## src/rtl/instruction_fetch_unit.sv

```systemverilog
// Instruction fetch stage: owns the PC, addresses instruction memory and fills the IF/ID register.
// Handles stalls, redirect with flush, misaligned-target trap and end-of-memory halt.
module instruction_fetch_unit #(
  parameter logic [63:0] RESET_PC  = 64'd0,
  parameter logic [63:0] TRAP_PC   = 64'd64,
  parameter int unsigned MEM_BYTES = 88,
  parameter logic [31:0] NOP_INSN  = 32'h0000_0013
) (
  input  logic        clk,
  input  logic        reset,
  input  logic        Stall,
  input  logic        Redirect,
  input  logic [63:0] Redirect_PC,
  output logic [63:0] Inst_Address,
  input  logic [31:0] Instruction,
  output logic [63:0] IFID_PC,
  output logic [31:0] IFID_Instruction,
  output logic        IFID_Valid,
  output logic        Misaligned_Trap,
  output logic        Halted
);

  localparam logic [63:0] PC_STEP  = 64'd4;
  localparam logic [63:0] PC_LIMIT = 64'(MEM_BYTES);

  logic [63:0] pc;
  logic        halt_cond;
  logic        misaligned;

  assign Inst_Address = pc;

  // Once halted, stay halted until a redirect; otherwise halt as soon as PC leaves memory.
  always_comb begin
    halt_cond  = Halted || (pc >= PC_LIMIT);
    misaligned = |Redirect_PC[1:0];
  end

  always_ff @(posedge clk) begin
    if (reset) begin
      pc               <= RESET_PC;
      IFID_PC          <= 64'd0;
      IFID_Instruction <= NOP_INSN;
      IFID_Valid       <= 1'b0;
      Misaligned_Trap  <= 1'b0;
      Halted           <= 1'b0;
    end else if (Redirect) begin
      IFID_PC          <= 64'd0;
      IFID_Instruction <= NOP_INSN;
      IFID_Valid       <= 1'b0;
      Halted           <= 1'b0;
      Misaligned_Trap  <= misaligned;
      pc               <= misaligned ? TRAP_PC : Redirect_PC;
    end else if (halt_cond) begin
      IFID_PC          <= 64'd0;
      IFID_Instruction <= NOP_INSN;
      IFID_Valid       <= 1'b0;
      Misaligned_Trap  <= 1'b0;
      Halted           <= 1'b1;
    end else if (Stall) begin
      Misaligned_Trap  <= 1'b0;
    end else begin
      IFID_PC          <= pc;
      IFID_Instruction <= Instruction;
      IFID_Valid       <= 1'b1;
      Misaligned_Trap  <= 1'b0;
      pc               <= pc + PC_STEP;
    end
  end

endmodule

```

## config.mk

```make
export PLATFORM = sky130hd
export DESIGN_NAME = instruction_fetch_unit
export DESIGN_NICKNAME = d
export VERILOG_FILES = /design/src/rtl/instruction_fetch_unit.sv
export SDC_FILE = /design/constraint.sdc
export NUM_CORES = 1
export LEC_CHECK = 0
export CORE_MARGIN = 2
export CORE_UTILIZATION = 43
export DETAILED_ROUTE_END_ITERATION = 6
export HOLD_SLACK_MARGIN = 0.05
export PLACE_DENSITY = 0.83
export SYNTH_ARGS = -nofsm -noshare
export SYNTH_HDL_FRONTEND = slang
export SYNTH_SLANG_ARGS = --single-unit
```

## constraint.sdc

```tcl
create_clock -name clk -period 2.63 [get_ports clk]
set_clock_uncertainty 0.1 [all_clocks]
set_input_delay 0.6575 -clock clk [delete_from_list [all_inputs] [get_ports clk]]
set_output_delay 0.6575 -clock clk [all_outputs]
set_load 0.1 [all_outputs]
```

==> results.py <==
metrics = {
    "floorplanning": {
        "core_area_um2": 14400,
        "rows": 44,
        "die_area_um2": 15700,
        "dieHeight_um": 125,
        "initial_utilization_pct": 43.8,
        "pin_count": 263,
        "die_w_um": 125,
    },
    "setup_path": {
        "crit_arrival_ps": 2610,
        "crit_required_ps": 2820,
        "critPathLaunchType": "flop",
        "path_max_fanout": 37,
        "slowest_delay_ps": 440,
        "cpMaxStageDelayCell": "a2111oi_4",
        "crit_chain": "inv_1 > ha_1 > or3b_4 > a2111oi_4 > nor3_4 > nand3_4 > buf_4 > nor2_1",
        "crit_path_end_kind": "flop",
        "critical_path_class": "flop to flop",
    },
    "logic_synthesis": {
        "netlist_area_um2": 6320,
        "synth_top_area_share_pct": 51.6,
        "syn_area_per_cell_um2": 9.64,
        "yosysWarnings": 0,
        "synth_most_common_cell": "dfxtp_1",
        "ys_top_cells_by_count": "163 x dfxtp_1, 100 x nor2_1, 95 x mux2i_1",
        "synth_nets": 758,
        "synth_edf_count": 0,
        "synthCells": 656,
        "synthFlopType": "dfxtp_1",
        "synthTopCellsByArea": "dfxtp_1 52%, mux2i_1 15%, nor2_1 5.9%",
        "yosys.cell_types.count": 42,
        "ys_ff_latch": 163,
        "synth_largest_area_cell": "dfxtp_1",
        "synthArstFlopShare_pct": 0,
        "ys_seq_area_share_pct": 51.6,
    },
    "placement": {
        "numPortBuffers": 262,
        "pre_cts_ws_ps": 133,
        "dpl.hpwl_um": 13000,
        "gp_congestion": 0.867,
    },
    "sta": {
        "hold_violations": 0,
        "finalSetupViolCount": 0,
        "rsz0062_at_grt": "no",
        "fin_ws_ps": 213,
        "max_slew_margin_pct": 50.8,
        "drv_slew": 0,
        "worst_slew_pin_slew_ps": 737,
        "tns_ps": 0,
        "clock.fmax_ghz": 0.414,
        "period_needed_ps": 2420,
        "period_share_pct": 91.9,
    },
    "pwr": {
        "p_leak_nw": 3.93,
        "p_per_area_nw_per_um2": 643,
        "peakVddDrop_uv": 400,
    },
    "global_route": {
        "antenna_found_initial": 1,
        "grt.total_usage_pct": 23.4,
        "grt_pass1_wl_um": 29400,
        "grt_max_degree": 82,
        "overflow": 0,
        "grt_pass1_vias": 5511,
    },
    "run": {
        "cap_viol_max_count": 0,
    },
    "clocking": {
        "cts_buffer_depth": 2,
        "numCtsBuffers": 17,
        "clk_pin_slew_worst_paths_ps": 60,
        "cts_root_buf": "clkbuf_16",
        "clock_latency_ps": 430,
        "cts_tree": "yes",
        "clkSinkCount": 163,
        "hold_buffers": 0,
        "htreeDepth": 4,
    },
    "route": {
        "drt_pass1_iterations": 4,
        "viasPerCell": 5.12,
        "drt_iter0_markers": 255,
        "via_count": 5665,
        "drc": 0,
        "wl_per_cell_um": 16.8,
        "drt-total-wl_um": 18600,
        "ant_nets": 0,
    },
    "final_layout": {
        "area_growth_pct": 49.1,
        "nNetsFinal": 1012,
        "drive_gt1_share_pct": 24.9,
        "antennaDiodeCount": 0,
    },
    "hold_path": {
        "hp-class": "flop to flop",
    },
    "outcome": {
        "status": "completed",
    },
}
[power breakdown]
part	total (mW)	switching, mW	internal [mW]
clock network	2.74	0.957	1.78
logic	0.775	0.475	0.300
registers	2.54	0.0368	2.50
[flip-flops by register name, summed over array words and instances (netlist names)]
name and count:
IFID_Valid 1, IFID_PC 64, Inst_Address 64, IFID_Instruction 32
Misaligned_Trap 1, Halted 1
[logic make-up (layout without fill, tap and decap cells)]
group / Yosys count / after routing / share of synthesized area [%]
and+or+nand+nor: 260 / 260 / 20.8
adders and majority gates: 2 / 2 / 0.396
AOI/OAI and AO/OA: 78 / 78 / 8.09
DFF: 163 / 163 / 51.6
muxes: 96 / 96 / 15.2
buffers and inverters: 56 / 322 / 3.78
xor gates and xnor gates: 1 / 1 / 0.139
[per-stage QoR]
step	std cells	cell area (µm²)	utilization (%)	hold slack, ps	power, mW
after floorplan	656	6320	-	680	3.07
after global placement	1072	8740	60.6	338	3.35
after detailed placement	1072	8740	60.6	342	3.35
after CTS	1103	9400	65.2	351	6.09
after global routing	1106	9420	65.3	364	6.27
final	1106	9420	65.3	349	6.06
[critical path: cells and delay by family (launching register included)]
family | cells | cell delay, ps
AO/OA/AOI/OAI | 1 | 440
adder cells (fa/ha/maj) | 1 | 140
buffers and inverters | 2 | 460
flip-flops | 1 | 360
AND/OR/NAND/NOR | 4 | 780
[layout make-up]
type                            instances  area [µm²]
Fill cell                            1197        5000
Sequential cell                       163        3270
Multi-Input combinational cell        437        2840
Timing Repair Buffer                  283        2400
Clock buffer                           23         488
Tap cell                              184         230
Clock inverter                          8         171
Inverter                                8        30.0
[layer usage]
metal	wire length [µm]	global-route usage [%]	vias up
li1	-	-	2773
met1	7790	28.7	2650
met2	8980	38.8	212
met3	1490	8.00	28
met4	331	7.97	2
met5	11	0	-
[timing repair]
action | in CTS | in global routing
setup buffers | 0 | 3
setup endpoints to repair | 0 | 37
resized for setup | 0 | 0
[worst paths after layout]
kind / slack [ps] / depth (start not counted) / end / startpoint
worst max-delay path: 210 / 8 / IFID_PC[13]$_SDFFE_PP0N_ / Inst_Address[2]$_SDFFE_PP0P_
worst min-delay path: 350 / 2 / IFID_Valid$_SDFFE_PP0N_ / IFID_Valid$_SDFFE_PP0N_
worst max register to register: 210 / 8 / IFID_PC[13]$_SDFFE_PP0N_ / Inst_Address[2]$_SDFFE_PP0P_
worst min register to register: 350 / 2 / IFID_Valid$_SDFFE_PP0N_ / IFID_Valid$_SDFFE_PP0N_
[cells in the final DEF (no fill, tap or decap), types with 2 or more instances in the layout]
cell type	count
mux2i_1	95
nor2_1	99
a221oi_1	2
a21oi_1	53
and3_1	2
a2111oi_2	2
nand4_1	4
buf_12	3
bufinv_16	5
dfxtp_2	2
a21boi_0	4
and2_1	2
nor3_1	2
ha_1	2
buf_4	182
nand3_1	56
nand2b_1	52
nor2b_1	4
clkdlybuf4s50_1	96
clkbuf_8	4
o21ai_0	2
inv_1	8
clkbuf_16	17
dfxtp_1	161
nand2_1	13
clkbuf_1	2
nor4_1	17
a211oi_1	5
a211o_1	3
Power figures use the tool's default switching activity.
